[config.mk]
export PLATFORM = sky130hd
export DESIGN_NAME = rgb_frame_pwm
export DESIGN_NICKNAME = d
export VERILOG_FILES = /design/src/rtl/rgb_frame_pwm.sv
export SDC_FILE = /design/constraint.sdc
export NUM_CORES = 1
export LEC_CHECK = 0
export ABC_AREA = 1
export CORE_MARGIN = 5
export CORE_UTILIZATION = 60
export CTS_CLUSTER_DIAMETER = 80
export CTS_CLUSTER_SIZE = 10
export DETAILED_ROUTE_END_ITERATION = 12
export PLACE_DENSITY_LB_ADDON = 0.3
export SYNTH_ARGS = -nofsm -noshare
export SYNTH_HDL_FRONTEND = slang
export SYNTH_SLANG_ARGS = --single-unit
export TNS_END_PERCENT = 20
[constraint.sdc]
create_clock -name clk -period 4.96 [get_ports clk]
set_input_delay 0.496 -clock clk [delete_from_list [all_inputs] [get_ports clk]]
set_output_delay 0.496 -clock clk [all_outputs]
set_load 0.05 [all_outputs]
[src/rtl/rgb_frame_pwm.sv]
// Colour frame parser for the UART byte stream plus three phase-aligned 8-bit PWM channels.
// Accepted frames update duty_*; the PWM picks up new duties only at the period boundary.
module rgb_frame_pwm #(
   parameter logic [7:0]  HEADER      = 8'hAA,
   parameter int unsigned PRESCALE    = 4,
   parameter int unsigned TIMEOUT_CYC = 100000
) (
   input  logic       clk,
   input  logic       reset,
   input  logic [7:0] rx_data,
   input  logic       rx_valid,
   output logic       frame_ok,
   output logic       frame_err,
   output logic [7:0] duty_r,
   output logic [7:0] duty_g,
   output logic [7:0] duty_b,
   output logic       pwm_r,
   output logic       pwm_g,
   output logic       pwm_b
);

   localparam int unsigned PW = (PRESCALE > 1) ? $clog2(PRESCALE) : 1;
   localparam int unsigned GW = (TIMEOUT_CYC > 2) ? $clog2(TIMEOUT_CYC) : 1;
   localparam logic [PW-1:0] PRESC_LAST = PW'(PRESCALE - 1);
   localparam logic [GW-1:0] GAP_LAST   = GW'(TIMEOUT_CYC - 1);

   typedef enum logic [2:0] {
      IDLE,
      GET_R,
      GET_G,
      GET_B,
      GET_C
   } state_t;

   state_t        state;
   logic [7:0]    shadow_r;
   logic [7:0]    shadow_g;
   logic [7:0]    shadow_b;
   logic [GW-1:0] gap_cnt;

   logic [PW-1:0] presc;
   logic [7:0]    pwm_cnt;
   logic [7:0]    active_r;
   logic [7:0]    active_g;
   logic [7:0]    active_b;

   logic [7:0]    frame_chk;
   assign frame_chk = shadow_r ^ shadow_g ^ shadow_b;

   // Frame parser: a byte always takes priority over the inter-byte timeout.
   always_ff @(posedge clk) begin
      if (reset) begin
         state     <= IDLE;
         shadow_r  <= '0;
         shadow_g  <= '0;
         shadow_b  <= '0;
         gap_cnt   <= '0;
         duty_r    <= '0;
         duty_g    <= '0;
         duty_b    <= '0;
         frame_ok  <= 1'b0;
         frame_err <= 1'b0;
      end else begin
         frame_ok  <= 1'b0;
         frame_err <= 1'b0;
         if (rx_valid) begin
            gap_cnt <= '0;
            case (state)
               IDLE: begin
                  if (rx_data == HEADER) begin
                     state <= GET_R;
                  end
               end
               GET_R: begin
                  shadow_r <= rx_data;
                  state    <= GET_G;
               end
               GET_G: begin
                  shadow_g <= rx_data;
                  state    <= GET_B;
               end
               GET_B: begin
                  shadow_b <= rx_data;
                  state    <= GET_C;
               end
               GET_C: begin
                  if (rx_data == frame_chk) begin
                     duty_r   <= shadow_r;
                     duty_g   <= shadow_g;
                     duty_b   <= shadow_b;
                     frame_ok <= 1'b1;
                  end else begin
                     frame_err <= 1'b1;
                  end
                  state <= IDLE;
               end
               default: state <= IDLE;
            endcase
         end else if (state != IDLE) begin
            if (gap_cnt == GAP_LAST) begin
               state     <= IDLE;
               frame_err <= 1'b1;
               gap_cnt   <= '0;
               shadow_r  <= '0;
               shadow_g  <= '0;
               shadow_b  <= '0;
            end else begin
               gap_cnt <= gap_cnt + GW'(1);
            end
         end
      end
   end

   // PWM timebase; active duties reload only on the 255->0 wrap so a period is never split.
   always_ff @(posedge clk) begin
      if (reset) begin
         presc    <= '0;
         pwm_cnt  <= '0;
         active_r <= '0;
         active_g <= '0;
         active_b <= '0;
         pwm_r    <= 1'b0;
         pwm_g    <= 1'b0;
         pwm_b    <= 1'b0;
      end else begin
         pwm_r <= (pwm_cnt < active_r);
         pwm_g <= (pwm_cnt < active_g);
         pwm_b <= (pwm_cnt < active_b);
         if (presc == PRESC_LAST) begin
            presc   <= '0;
            pwm_cnt <= pwm_cnt + 8'd1;
            if (pwm_cnt == 8'hFF) begin
               active_r <= duty_r;
               active_g <= duty_g;
               active_b <= duty_b;
            end
         end else begin
            presc <= presc + PW'(1);
         end
      end
   end

endmodule

==> impl_metrics.env <==
export IMPL_status="completed"
export IMPL_dr_first_iter_drc_count=356
export IMPL_avgSynthCellArea_um2=6.83
export IMPL_post_cts_resized=0
export IMPL_dpl_instance_area_um2=5840
export IMPL_ant_nets=0
export IMPL_hold_class="register to register"
export IMPL_synthTopCellsByArea="dfxtp_1, nand2_1, inv_1, a21oi_1, ha_1"
export IMPL_cts_setup_buffers=0
export IMPL_leakagePower_nw=2.43
export IMPL_ios=40
export IMPL_finalSetupViolCount=0
export IMPL_ys_flop_type="dfxtp_1"
export IMPL_syn_area_um2=5430
export IMPL_finalWirelength_mm=12.2
export IMPL_grt_pass1_wl_mm=20.3
export IMPL_grt_pass1_vias=4501
export IMPL_numCtsBuffers=9
export IMPL_io_buffers=39
export IMPL_core_um2=8760
export IMPL_ir_worst_vdd_mv=0.144
export IMPL_synthArstFlopShare=0
export IMPL_yosysMostFrequentCell="nand2_1"
export IMPL_nets=856
export IMPL_largest_register="gap_cnt"
export IMPL_die_w_um=105
export IMPL_synth_common_cells="nand2_1, inv_1, dfxtp_1, a21oi_1, nor2_1"
export IMPL_cp_data_arrival_time_ns=2.66
export IMPL_placed_cells=918
export IMPL_ctsHoldBuffers=0
export IMPL_cts_tree="built"
export IMPL_regArea_um2=2140
export IMPL_initial_utilization=0.619
export IMPL_diodes=0
export IMPL_relSlewSlack=0.295
export IMPL_crit_type="register to register"
export IMPL_dieArea_um2=11000
export IMPL_drtPass1Iterations=5
export IMPL_synth_seq_area_share=0.395
export IMPL_fin_skew_ns=0.0126
export IMPL_drt_wirelength_per_cell_um=13.0
export IMPL_synth_top_cell_by_area="dfxtp_1"
export IMPL_cts_root_buf="clkbuf_8"
export IMPL_ys_warn_count=0
export IMPL_ys_ff_latch=107
export IMPL_syn_inst=794
export IMPL_area_growth_pct=11.3
export IMPL_synth_edff_count=0
export IMPL_clockBufferDepth=2
export IMPL_tightest_slew_ns=1.05
export IMPL_viasPerCell=5.39
export IMPL_powerDensity_nw_per_um2=249
export IMPL_cts_max_level=3
export IMPL_num_fill_cells=756
export IMPL_end_kind="register"
export IMPL_drv_cap=0
export IMPL_yosysUniqueCellTypes=32
export IMPL_power_mw=1.50
export IMPL_fin_crit_sh=0.488
export IMPL_routed_via_count=5036
export IMPL_final_util=0.689
export IMPL_gp_congestion=0.912
export IMPL_rsz0062_at_grt="false"
export IMPL_fp_dieH_um=105
export IMPL_min_period_ns=2.42
export IMPL_grt_max_degree=57
export IMPL_drc=0
export IMPL_antenna_found_initial=0
export IMPL_clock_sinks=107
export IMPL_synth_top_area_share=0.395
export IMPL_fmax_mhz=413
export IMPL_stdcell_count=934
export IMPL_largest_reg_flops=17
export IMPL_start_kind="register"
export IMPL_grt_overflow=0
export IMPL_finalMaxSlewViolations=0
export IMPL_syn_nets=829
export IMPL_path_max_fanout=25
export IMPL_rows=34
export IMPL_drive_above_1_share=0.0375
export IMPL_multi_input_area_um2=2620
export IMPL_hold_viol_final=0
export IMPL_dpl_hpwl_mm=8.98
export IMPL_grt_use_total=0.217
export IMPL_fin_tns_setup_ns=0
export IMPL_worstSkewPairLatency_ns=0.37
export IMPL_final_area_um2=6040
export IMPL_required_ns=5.20
export IMPL_path_clk_slew_ns=0.10
==> critical path, stage by stage (launching register included) <==
cell and delay (ns):
dfxtp_1 0.43, ha_1 0.21, nand2_1 0.07, inv_1 0.08
nand3_1 0.07, nor2_1 0.16, nand4_1 0.84, nand3_1 0.32
a21oi_1 0.11
==> cell usage in the layout (no fill, tap or decap), types with 2 or more instances in the layout <==
cell type	Yosys	routed
nand4_1	40	40
ha_1	24	24
or2_2	2	2
nor3b_1	2	2
nor2_1	75	74
clkbuf_8	0	9
clkinv_4	0	2
xor2_1	8	8
nand2_1	183	183
xnor2_1	3	3
dfxtp_1	107	107
nor2_2	1	2
nor3_1	4	4
o21ai_0	41	41
inv_2	3	3
buf_4	2	4
a21oi_1	77	77
inv_1	136	136
clkinv_1	2	2
clkbuf_1	9	2
nor2_4	2	2
clkdlybuf4s50_1	0	39
nand3_1	46	46
a211oi_1	3	3
==> layout make-up <==
class	instances	area share
clock inverters	5	0.0102
clock buffers	11	0.0218
repair buffers	43	0.0697
well taps	108	0.0224
inverters	141	0.0877
multi-input cells	519	0.433
flip-flops and latches	107	0.355
==> logic make-up (layout without fill, tap and decap cells) <==
| family | Yosys count | count (layout) | synth area share |
|---|---|---|---|
| simple gates | 362 | 362 | 0.295 |
| buf+inv | 168 | 200 | 0.123 |
| compound gates | 122 | 122 | 0.114 |
| flops | 107 | 107 | 0.395 |
| fa+ha+maj | 24 | 24 | 0.0554 |
| xor+xnor | 11 | 11 | 0.0178 |
==> per-stage QoR <==
stage | hold slack (ns) | worst slack, ns
after floorplan | 0.404 | 3.31
after global placement | 0.412 | 2.36
after detailed placement | 0.423 | 2.24
after CTS | 0.438 | 2.56
after global routing | 0.466 | 2.31
final | 0.437 | 2.54
==> final timing paths <==
check        slack (ns)                       end                     from  cells past startpoint
max                2.54  shadow_g[0]$_SDFFE_PP0P_  gap_cnt[0]$_SDFFE_PP0P_                      8
min                0.44       presc[0]$_SDFF_PP0_      presc[0]$_SDFF_PP0_                      1
max reg2reg        2.54  shadow_g[0]$_SDFFE_PP0P_  gap_cnt[0]$_SDFFE_PP0P_                      8
min reg2reg        0.44       presc[0]$_SDFF_PP0_      presc[0]$_SDFF_PP0_                      1
==> layer usage <==
metal  routed length [µm]  share of wire  global-route usage
met5                    0              0                   0
met4                  145          0.012              0.0493
met3                  727          0.060              0.0487
met2                 5980           0.49               0.380
met1                 5320           0.44               0.273
==> where the power goes <==
part	internal (mW)	total [mW]	switching [mW]	leakage [nW]
clock network	0.237	0.536	0.299	0.0979
logic	0.0305	0.0919	0.0614	1.47
registers	0.867	0.874	0.00732	0.862
total	1.13	1.50	0.368	2.43
(Power assumes the default switching activity.)
